### config.mk
export PLATFORM = sky130hd
export DESIGN_NAME = csa_seq_accum
export DESIGN_NICKNAME = d
export VERILOG_FILES = /design/src/rtl/csa_seq_accum.sv
export SDC_FILE = /design/constraint.sdc
export NUM_CORES = 1
export LEC_CHECK = 0
export BUFFER_PORTS_ARGS = -buffer_cell sky130_fd_sc_hd__buf_2
export CAP_MARGIN = 20
export CELL_PAD_IN_SITES_DETAIL_PLACEMENT = 1
export CELL_PAD_IN_SITES_GLOBAL_PLACEMENT = 1
export CORE_MARGIN = 2
export CORE_UTILIZATION = 30
export CTS_CLUSTER_DIAMETER = 80
export CTS_CLUSTER_SIZE = 40
export DETAILED_ROUTE_END_ITERATION = 10
export GPL_TIMING_DRIVEN = 1
export PLACE_DENSITY_LB_ADDON = 0.1
export SLEW_MARGIN = 30
export SYNTH_ARGS = -nofsm -noshare
export SYNTH_HDL_FRONTEND = slang
export SYNTH_SLANG_ARGS = --single-unit
### constraint.sdc
create_clock -name clk -period 3.2 [get_ports clk]
set_clock_uncertainty 0.15 [all_clocks]
set_input_delay 0.32 -clock clk [delete_from_list [all_inputs] [get_ports clk]]
set_output_delay 0.32 -clock clk [all_outputs]
set_load 0.005 [all_outputs]
### src/rtl/csa_seq_accum.sv
// Streaming multi-operand adder: one 3:2 carry-save row per accepted operand,
// then a single ripple-carry pass. Optional in_last port via CSA_ACC_LAST_EN.
module csa_seq_accum #(
    parameter int N        = 4,
    parameter int OPERANDS = 6
) (
    input  logic                             clk,
    input  logic                             rst,
    input  logic                             in_valid,
    output logic                             in_ready,
    input  logic [N-1:0]                     in_data,
`ifdef CSA_ACC_LAST_EN
    input  logic                             in_last,
`endif
    output logic                             out_valid,
    input  logic                             out_ready,
    output logic [N+$clog2(OPERANDS)-1:0]    out_sum
);

    localparam int W  = N + $clog2(OPERANDS);
    localparam int CW = $clog2(OPERANDS);

    typedef enum logic [1:0] {
        ST_ACCUM   = 2'd0,
        ST_RESOLVE = 2'd1,
        ST_OUTPUT  = 2'd2
    } state_t;

    function automatic logic [W-1:0] csa_sum(input logic [W-1:0] s, input logic [W-1:0] c,
                                             input logic [W-1:0] x);
        return s ^ c ^ x;
    endfunction

    function automatic logic [W-1:0] csa_carry(input logic [W-1:0] s, input logic [W-1:0] c,
                                               input logic [W-1:0] x);
        return ((s & c) | (s & x) | (c & x)) << 1;
    endfunction

    // The final carry-out is dropped: the width rule guarantees it is zero.
    function automatic logic [W-1:0] ripple_add(input logic [W-1:0] a, input logic [W-1:0] b);
        logic [W-1:0] s;
        logic         c;
        c = 1'b0;
        for (int i = 0; i < W; i++) begin
            s[i] = a[i] ^ b[i] ^ c;
            c    = (a[i] & b[i]) | (a[i] & c) | (b[i] & c);
        end
        return s;
    endfunction

    state_t          r_state;
    state_t          w_state_nxt;
    logic [W-1:0]    r_s;
    logic [W-1:0]    r_c;
    logic [W-1:0]    r_r;
    logic [CW-1:0]   r_cnt;
    logic            r_in_ready;
    logic            r_out_valid;
    logic            w_accept;
    logic            w_group_end;
    logic [W-1:0]    w_x;

    assign w_x      = {{(W-N){1'b0}}, in_data};
    assign w_accept = in_valid && r_in_ready;

`ifdef CSA_ACC_LAST_EN
    assign w_group_end = (r_cnt == CW'(OPERANDS - 1)) || in_last;
`else
    assign w_group_end = (r_cnt == CW'(OPERANDS - 1));
`endif

    // Next-state decode.
    always_comb begin
        w_state_nxt = r_state;
        case (r_state)
            ST_ACCUM: begin
                if (w_accept && w_group_end) begin
                    w_state_nxt = ST_RESOLVE;
                end else begin
                    w_state_nxt = ST_ACCUM;
                end
            end
            ST_RESOLVE: begin
                w_state_nxt = ST_OUTPUT;
            end
            ST_OUTPUT: begin
                if (out_ready) begin
                    w_state_nxt = ST_ACCUM;
                end else begin
                    w_state_nxt = ST_OUTPUT;
                end
            end
            default: begin
                w_state_nxt = ST_ACCUM;
            end
        endcase
    end

    // State register; handshake flags are registered from the next state.
    always_ff @(posedge clk or posedge rst) begin
        if (rst) begin
            r_state     <= ST_ACCUM;
            r_in_ready  <= 1'b0;
            r_out_valid <= 1'b0;
        end else begin
            r_state     <= w_state_nxt;
            r_in_ready  <= (w_state_nxt == ST_ACCUM);
            r_out_valid <= (w_state_nxt == ST_OUTPUT);
        end
    end

    // Carry-save accumulation, resolve and result hold.
    always_ff @(posedge clk or posedge rst) begin
        if (rst) begin
            r_s   <= {W{1'b0}};
            r_c   <= {W{1'b0}};
            r_r   <= {W{1'b0}};
            r_cnt <= {CW{1'b0}};
        end else begin
            case (r_state)
                ST_ACCUM: begin
                    if (w_accept) begin
                        r_s   <= csa_sum(r_s, r_c, w_x);
                        r_c   <= csa_carry(r_s, r_c, w_x);
                        r_cnt <= w_group_end ? {CW{1'b0}} : r_cnt + CW'(1);
                    end
                end
                ST_RESOLVE: begin
                    r_r <= ripple_add(r_s, r_c);
                    r_s <= {W{1'b0}};
                    r_c <= {W{1'b0}};
                end
                default: begin
                end
            endcase
        end
    end

    assign in_ready  = r_in_ready;
    assign out_valid = r_out_valid;
    assign out_sum   = r_r;

endmodule

==> metrics <==
status finished, final reports clean; CORE AREA 4030 um2; top-area cell type share of the netlist area 53.4%; #FFs+latches synth 27; nets 143; gr ovfl total 0; antenna diode count 0; Reg clk slew, reported paths 0.10 ns; Sw Share 36.1%; clock power share 15.1%; P per Cell Area 887 nW/um2; Hold Vio Cnt, Final 0; Comb pwr share 37.3%; H-tree Lvls 1; hold slack 0.177 ns; clk buf depth 2; chip height 69.0 um; Worst Setup End Kind flip-flop; sequential share of the synthesized area 53.4%; wire per inst 13.0 um; multi-input logic area 571 um2; Worst setup SP type flip-flop; average size of a mapped cell 11.8 um2; commonest non-fill, non-tap cells in the layout nand2_1, dfrtp_1, buf_2; Worst Path Required 3.19 ns; Die X 69.0 um; Hold/Removal Path Class in2reg; Site Rows 23; drt pass-1 iters 3; R2R Path Start r_s[1]$_DFFE_PP0P_; worst vdd ir 0.225 mV; Yosys cell types 20; sw power 0.466 mW; vias in the first global route 895; RSZ-0062 raised after global routing false; Critical path origin r_s[1]$_DFFE_PP0P_; Worst slew margin 51.6%; Syn. warnings 0; MaxCap Viol Count 0; first-pass GRT wire length 4150 um; Seq pwr share 47.6%; Tot GR Track Use 12.1%; critical path class reg2reg; Routed Antenna Nets 0; crit path DAT 2.88 ns; fin crit share 90.5%; largest net degree at the start of global routing 28; area delta synth->final 15.0%; Storage cell area 676 um2; Slew @ Worst Pin 0.725 ns; TritonCTS clock tree done; critical path peak fanout 3; IO Pins 17; syn nets 126; FILL cells 449; Initial Util 31.4%; min-delay src out_ready; final core utilization 36.1%; Slew Limit Fails 0; Root Driver clkbuf_8; Netlist Area Pre-Place 1270 um2; share of layout cells above drive strength 1 26.8%; final setup TNS 0 ns; synthesized instance count 107; cell taking the most area after synthesis dfrtp_1; CTS sink cnt 27; die footprint 4760 um2; final count of negative-setup-slack endpoints 0; DRT Wirelength 2250 um; Pleak 0.719 nW; Final min period 2.89 ns; clk_lat worst skew 0.27 ns; DR iter-0 viols 24; f_max 345 MHz; Vias/cell 4.49; antenna violations before repair 0; IO Port Bufs 16; hpwl dp 1630 um; via count 776; Synth area leaders dfrtp_1, fa_1, nand2_1; GP Congestion 0.725; cts bufs inserted 3; Pint 0.826 mW; DRC 0
[synth_stat cells]
cell       n
xnor2_1    1
and4b_1    1
mux2_2     6
nor2b_1    1
nor4bb_1   1
nor2_1     2
xor2_1     2
clkbuf_1   1
nand2_1   27
ha_1       4
o21ai_0   15
buf_2      3
mux2_4     2
dfrtp_1   27
nand2b_1   2
buf_4      2
nand2_2    1
inv_1      1
mux2i_1    1
fa_1       7
[logic make-up after synthesis]
kind of cell               Yosys count  share of synthesized area, %
adders and majority gates           11                          15.0
buffers and inverters                7                          2.96
DFF                                 27                          53.4
xor gates and xnor gates             3                          2.08
AOI/OAI and AO/OA                   15                          5.93
and+or+nand+nor                     35                          12.2
muxes                                9                          8.50
[state kept, by name, indices dropped and copies added (netlist names)]
name and count:
out_sum 7, r_cnt 3, out_valid 1, r_state 2, r_c 6, r_s 7, in_ready 1
[through the flow]
| stage | area, um2 | worst slack [ns] | total power, mW | cells |
|---|---|---|---|---|
| finish | 1460 | 0.305 | 1.29 | 173 |
| global route | 1460 | 0.164 | 1.46 | 173 |
| CTS | 1450 | 0.239 | 1.32 | 173 |
| detailed placement | 1400 | 0.249 | 1.12 | 168 |
| global placement | 1400 | 0.342 | 1.11 | 168 |
| floorplan | 1270 | 0.465 | 0.950 | 107 |
[area by class of cell]
type / count / share of cell area [%]
Inverter: 1 / 0.258
Sequential cell: 27 / 46.4
Multi-Input combinational cell: 73 / 39.2
Clock buffer: 3 / 2.84
Timing Repair Buffer: 18 / 6.70
Tap cell: 50 / 4.30
Clock inverter: 1 / 0.344
[power groups by stage]
stage	clock network [mW]	registers, mW	logic [mW]
6_report	0.195	0.615	0.482
2_1_floorplan	0	0.602	0.348
3_3_place_gp	0	0.618	0.488
3_5_place_dp	0	0.625	0.500
4_1_cts	0.205	0.618	0.502
5_1_grt	0.224	0.643	0.590
[metal layers]
| layer | GRT usage [%] | share of wire, % | vias to the layer above |
|---|---|---|---|
| met5 | 0 | 0 | - |
| met4 | 5.15 | 0.80 | 0 |
| met3 | 2.44 | 2.9 | 2 |
| met2 | 18.3 | 45 | 11 |
| met1 | 16.7 | 51 | 383 |
| li1 | - | - | 380 |
[final timing paths]
check,endpoint,slack (ns),cells past startpoint
min in group asynchronous,r_s[3]$_DFFE_PP0P_,0.50,3
min,out_valid$_DFF_PP0_,0.18,3
max reg2reg,out_sum[6]$_DFFE_PP0P_,0.31,8
min reg2reg,r_s[6]$_DFFE_PP0P_,0.36,1
max,out_sum[6]$_DFFE_PP0P_,0.31,8
max in group asynchronous,out_sum[4]$_DFFE_PP0P_,2.02,3
[critical path: stages (launching register included)]
cell and delay (ns):
dfrtp_1 0.43, ha_1 0.24, fa_1 0.39, fa_1 0.39
fa_1 0.39, fa_1 0.39, xor2_1 0.17, xnor2_1 0.13
o21ai_0 0.09
[what timing repair did]
item                                   in CTS  in global routing
hold buffers                                1                  0
resized for setup                           0                  0
endpoints found under the hold margin      27                  0
buffers inserted                            0                  0
Note: power is estimated with default switching activity, not from simulation.
